[src/rtl/pc_sequencer.sv]
// Fetch-stage PC sequencer: next-PC selection, link capture, retire counting.
// Define PC_SEQUENCER_RAS_EN to compile in the return-address stack.
module pc_sequencer #(
    parameter int unsigned       ADDR_W    = 32,
    parameter int unsigned       RAS_DEPTH = 4,
    parameter logic [ADDR_W-1:0] RESET_PC  = '0
) (
    input  logic              clk,
    input  logic              rst_n,
    input  logic              stall,
    input  logic              branch,
    input  logic              zero,
    input  logic [15:0]       branch_imm,
    input  logic              jump,
    input  logic [25:0]       jump_idx,
    input  logic              jal,
    input  logic              jr,
    input  logic [ADDR_W-1:0] jr_target,
    output logic [ADDR_W-1:0] pc,
    output logic [ADDR_W-1:0] link_addr,
    output logic [31:0]       retire_cnt,
    output logic              misalign,
    output logic              ras_empty,
    output logic              ras_overflow,
    output logic              ras_underflow
);

    if (ADDR_W < 16 || ADDR_W > 32) begin : g_bad_addr_w
        $error("pc_sequencer: ADDR_W must be 16..32");
    end
    if (RAS_DEPTH < 2 || RAS_DEPTH > 16 || (RAS_DEPTH & (RAS_DEPTH - 1)) != 0) begin : g_bad_depth
        $error("pc_sequencer: RAS_DEPTH must be a power of two in 2..16");
    end
    if (RESET_PC[1:0] != 2'b00) begin : g_bad_reset_pc
        $error("pc_sequencer: RESET_PC must be word aligned");
    end

    logic              advance;
    logic              taken;
    logic              use_jr_target;
    logic [ADDR_W-1:0] pc4;
    logic [ADDR_W-1:0] branch_off;
    logic [ADDR_W-1:0] branch_target;
    logic [27:0]       jump_low;
    logic [ADDR_W-1:0] jump_target;
    logic [ADDR_W-1:0] jr_aligned;
    logic [ADDR_W-1:0] jr_dest;
    logic [ADDR_W-1:0] next_pc;

    assign advance       = ~stall;
    assign taken         = branch & zero;
    assign pc4           = pc + ADDR_W'(4);
    assign branch_off    = ADDR_W'($signed(branch_imm)) << 2;
    assign branch_target = pc4 + branch_off;
    assign jump_low      = {jump_idx, 2'b00};
    assign jr_aligned    = {jr_target[ADDR_W-1:2], 2'b00};

    // Narrow address spaces have no upper PC region to preserve across a jump.
    if (ADDR_W > 28) begin : g_jump_region
        assign jump_target = {pc4[ADDR_W-1:28], jump_low};
    end else begin : g_jump_flat
        assign jump_target = jump_low[ADDR_W-1:0];
    end

`ifdef PC_SEQUENCER_RAS_EN
    localparam int unsigned PTR_W = $clog2(RAS_DEPTH);

    logic [ADDR_W-1:0] ras_mem [RAS_DEPTH];
    logic [PTR_W-1:0]  ras_top;
    logic [PTR_W-1:0]  ras_top_next;
    logic [PTR_W-1:0]  ras_wr_idx;
    logic [PTR_W:0]    ras_count;
    logic [PTR_W:0]    ras_count_next;
    logic              ras_full;
    logic              ras_hit;
    logic              ras_push;
    logic              ras_pop;
    logic              ras_ovf_q;
    logic              ras_unf_q;

    assign ras_full = (ras_count == (PTR_W + 1)'(RAS_DEPTH));
    assign ras_hit  = jr && (ras_count != '0);
    assign ras_pop  = advance && ras_hit;
    assign ras_push = advance && jal;

    // The stack is circular: ras_top names the newest entry, so a push while
    // full lands on the oldest slot and the count saturates.
    // NOTE: every always_comb output gets a default first, so no path can infer a latch.
    always_comb begin
        ras_top_next   = ras_top;
        ras_count_next = ras_count;
        ras_wr_idx     = ras_top + PTR_W'(1);
        if (ras_pop && ras_push) begin
            ras_wr_idx = ras_top;
        end else if (ras_push) begin
            ras_top_next = ras_top + PTR_W'(1);
            if (!ras_full) begin
                ras_count_next = ras_count + (PTR_W + 1)'(1);
            end
        end else if (ras_pop) begin
            ras_top_next   = ras_top - PTR_W'(1);
            ras_count_next = ras_count - (PTR_W + 1)'(1);
        end
    end

    always_ff @(posedge clk) begin
        if (!rst_n) begin
            ras_top   <= '0;
            ras_count <= '0;
            ras_ovf_q <= 1'b0;
            ras_unf_q <= 1'b0;
        end else begin
            ras_top   <= ras_top_next;
            ras_count <= ras_count_next;
            if (ras_push && !ras_pop && ras_full) begin
                ras_ovf_q <= 1'b1;
            end
            if (advance && jr && !ras_hit) begin
                ras_unf_q <= 1'b1;
            end
        end
    end

    // NOTE: entry storage has no reset; the count alone decides which entries are live.
    always_ff @(posedge clk) begin
        if (ras_push) begin
            ras_mem[ras_wr_idx] <= pc4;
        end
    end

    assign use_jr_target = jr && !ras_hit;
    assign jr_dest       = ras_hit ? ras_mem[ras_top] : jr_aligned;
    assign ras_empty     = (ras_count == '0);
    assign ras_overflow  = ras_ovf_q;
    assign ras_underflow = ras_unf_q;
`else
    assign use_jr_target = jr;
    assign jr_dest       = jr_aligned;
    assign ras_empty     = 1'b1;
    assign ras_overflow  = 1'b0;
    assign ras_underflow = 1'b0;
`endif

    always_comb begin
        next_pc = pc4;
        if (jr) begin
            next_pc = jr_dest;
        end else if (taken) begin
            next_pc = branch_target;
        end else if (jump) begin
            next_pc = jump_target;
        end
    end

    // NOTE: sequential state uses non-blocking assignments so every register
    // samples the pre-edge values of its inputs.
    always_ff @(posedge clk) begin
        if (!rst_n) begin
            pc         <= RESET_PC;
            link_addr  <= '0;
            retire_cnt <= '0;
            misalign   <= 1'b0;
        end else if (advance) begin
            pc         <= next_pc;
            retire_cnt <= retire_cnt + 32'd1;
            if (jal) begin
                link_addr <= pc4;
            end
            if (use_jr_target && (jr_target[1:0] != 2'b00)) begin
                misalign <= 1'b1;
            end
        end
    end

endmodule

[config.mk]
export PLATFORM = sky130hd
export DESIGN_NAME = pc_sequencer
export DESIGN_NICKNAME = d
export VERILOG_FILES = /design/src/rtl/pc_sequencer.sv
export SDC_FILE = /design/constraint.sdc
export NUM_CORES = 1
export LEC_CHECK = 0
export CAP_MARGIN = 20
export CORE_MARGIN = 5
export CORE_UTILIZATION = 25
export DETAILED_ROUTE_END_ITERATION = 8
export GPL_TIMING_DRIVEN = 0
export PLACE_DENSITY_LB_ADDON = 0.2
export SLEW_MARGIN = 15
export SYNTH_ARGS = -nofsm -noshare
export SYNTH_HDL_FRONTEND = slang
export SYNTH_SLANG_ARGS = --single-unit
[constraint.sdc]
create_clock -name clk -period 5.75 [get_ports clk]
set_input_delay 0.8625 -clock clk [delete_from_list [all_inputs] [get_ports clk]]
set_output_delay 0.8625 -clock clk [all_outputs]
set_load 0.05 [all_outputs]
==> summary.txt <==
Status -> completed
Core Box Area -> 0.0270 mm²
Synth cell types -> 81
Internal -> 1260 µW
Pwr/cell area -> 221 mW/mm²
Crit path cell chain -> ha_1 -> nand3_1 -> or2_1 -> or2_1 -> buf_6 -> nor2_1 -> xnor2_1 -> inv_1 -> ha_1 -> buf_6 -> a211oi_1 -> o21bai_1 -> a211oi_1 -> o21ai_0 -> or4b_1 -> nand4b_1 -> mux2_2 -> o221a_2
CP max-delay cell -> or4b_1
Total gr overflow -> 0
R2R setup slack -> 0.86 ns
EDFF count, synth -> 0
Num CTS Buffers -> 9
Mapped cell area -> 0.00688 mm²
Final worst path period share -> 85.1%
Reg2reg end -> pc[31]$_SDFFE_PN0N_
Hold-fix buffer count after cts -> 0
Layout cells sized above 1 -> 6.44%
Pleak -> 0.00379 µW
CTS tree -> done
Initial Util -> 25.5%
Tightest Pin Transition -> 1.05 ns
Max Slew Vio Count -> 0
Die span in x -> 176 µm
Hpwl dp -> 22.7 mm
Ys Warns -> 0
Startpoint Class -> register
Clock Power Share -> 31.7%
Gate count after technology mapping -> 879
Initial antenna violation count -> 2
Crit Path Max Fanout -> 9
Critical path type -> register to register
Sw Share -> 39.2%
Ports -> 182
GRT Overall Usage -> 18.4%
Tmin final -> 4.89 ns
Worst Skew -> 0.0150 ns
Cell depth of the worst flop-to-flop path -> 18
I/O Buffers -> 172
Top cell type's share of synthesized area -> 27.1%
RSZ-0062 raised after global routing -> no
GP Congestion -> 0.918
Area delta synth->final -> 36.1%
Die Area -> 0.0309 mm²
Drt first pass iters -> 5
R2r startpoint -> pc[2]$_SDFFE_PN0N_
Worst endpoint required time -> 6.02 ns
Sink Count -> 93
Worst hold endpoint -> misalign$_SDFFE_PN0P_
Drt via density -> 5.03
Dpl cell area -> 0.00905 mm²
Multi-input gate area -> 0.00461 mm²
ANT nets after route -> 0
Flop pwr share -> 34.6%
Nets -> 1187
Hold WC Path Type -> register to register
Final hold vios -> 0
# DRC -> 0
Register Area -> 0.00186 mm²
First-pass GRT wire length -> 43.2 mm
Logic pwr share -> 33.7%
CTS root buf -> clkbuf_16
Total Wirelength -> 29.4 mm
Worst EP arrival -> 5.16 ns
Most common cell in the netlist -> nor2_1
Syn avg cell area -> 7.83 µm²
Vias -> 7117
Vias in the first global route -> 6969
Rel. slew slack -> 30.1%
Design Area, Final -> 0.00936 mm²
Yosys reg bits -> 93
Die Ht -> 176 µm
Clock Latency Late Sink -> 0.38 ns
Hold slack -> 0.474 ns
Endpoints failing setup -> 0
WL/cell -> 20.8 µm
Post-synth top cells -> nor2_1, dfxtp_1, nand2_1
Crit end category -> register
Reg clk slew, reported paths -> 0.08 ns
Fmax -> 0.204 GHz
Worst hold start -> misalign$_SDFFE_PN0P_
Largest net degree at the start of global routing -> 23
Yosys top cell by area -> dfxtp_1
TNS Setup -> 0 ns
Row cnt -> 60
DRT iter0 DRCs -> 450
Fill cell count -> 2898
Synth async-reset ratio -> 0%
CTS H-tree depth -> 3
CTS resizes -> 0
# Post-CTS Setup Buffers -> 0
Sequential-to-total area share from yosys stat -> 27.1%
Switching power -> 812 µW
Design Power -> 2070 µW
Top post-synthesis cells by area -> dfxtp_1, nor2_1, ha_1
CTS Buffer Depth -> 2
Hold path cells -> 1
Dpl cells -> 1397
Critical Path Max Stage Delay -> 0.54 ns
Top FF cell, synth -> dfxtp_1
Max Cap Viol -> 0
Worst vdd ir -> 0.000125 V
Post-Layout Cell Count -> 1414
## power groups by stage
stage                     clock, µW  sequential, µW  combinational [µW]
final                           656             716                 698
after detailed placement          0             730                 690
after global placement            0             730                 691
after global routing            697             721                 747
after CTS                       668             715                 695
after floorplan                   0             830                 338
## per-layer routing
metal | share of wire [%] | global-route usage [%] | vias to the layer above
met5 | 0.031 | 0 | -
met4 | 2.7 | 5.85 | 2
met3 | 6.2 | 3.81 | 42
met2 | 45 | 29.4 | 232
met1 | 46 | 25.0 | 3355
li1 | - | - | 3486
## sequential cells by signal, summed over array words and instances, names as in the netlist
name,flops
retire_cnt,32
link_addr,30
misalign,1
pc,30
## placed cells by master, fill, tap and decap left out, types with 6 or more instances in the layout
master and count:
a31oi_1 11, dfxtp_1 93, mux2i_1 20, nand4_1 17, xor2_1 42, conb_1 7, nand2_1 73, nor2_1 126
and3_1 13, a21o_1 19, nand3_1 29, o31ai_1 8, o21ai_0 45, xnor2_1 36, nor2b_1 7, a21oi_1 54
nor3_1 30, clkbuf_1 25, clkbuf_16 9, buf_4 8, and4_1 6, a211oi_1 22, buf_1 7, and2_1 12
nor3b_1 8, nand2b_1 7, clkdlybuf4s50_1 172, inv_1 24, ha_1 37
## critical path, delay by kind of cell, from the launching register on
| kind | cells | cell delay (ns) |
|---|---|---|
| flops | 1 | 0.52 |
| compound gates | 5 | 1.09 |
| buf+inv | 3 | 0.39 |
| mux | 1 | 0.36 |
| xor+xnor | 1 | 0.24 |
| fa+ha+maj | 2 | 0.53 |
| simple gates | 6 | 1.64 |
## per-stage QoR
stage	setup slack [ns]	util, %
2_1_floorplan	1.29	-
3_3_place_gp	0.946	33.5
3_5_place_dp	0.905	33.5
4_1_cts	0.882	34.6
5_1_grt	0.579	34.6
6_report	0.859	34.6
## final cells by class
class                      count  share of cell area [%]
antenna                        1                  0.0267
buffer                        56                    3.61
clock buffer                   9                    2.41
clock inverter                 7                   0.949
inverter                      24                   0.962
multi-input combinational    711                    49.2
sequential                    93                    19.9
tap                          341                    4.56
timing repair buffer         172                    18.4
## worst max-delay path by stage
stage	start	endpoint	slack, ns	cells past startpoint
5_1_grt	pc[2]$_SDFFE_PN0N_	pc[31]$_SDFFE_PN0N_	0.58	18
3_3_place_gp	pc[2]$_SDFFE_PN0N_	pc[31]$_SDFFE_PN0N_	0.95	18
6_report	pc[2]$_SDFFE_PN0N_	pc[31]$_SDFFE_PN0N_	0.86	18
4_1_cts	pc[2]$_SDFFE_PN0N_	pc[31]$_SDFFE_PN0N_	0.88	18
3_5_place_dp	pc[2]$_SDFFE_PN0N_	pc[31]$_SDFFE_PN0N_	0.90	18
2_1_floorplan	pc[2]$_SDFFE_PN0N_	pc[31]$_SDFFE_PN0N_	1.29	16
## cells by family after synthesis
family          after synthesis  synth area share [%]
flops                        93                  27.1
buf+inv                      80                  6.22
simple gates                354                  25.2
compound gates              209                  20.7
mux                          25                  3.73
other cells                   2                 0.109
xor+xnor                     78                  9.93
fa+ha+maj                    38                  7.02
(Power assumes the default switching activity.)
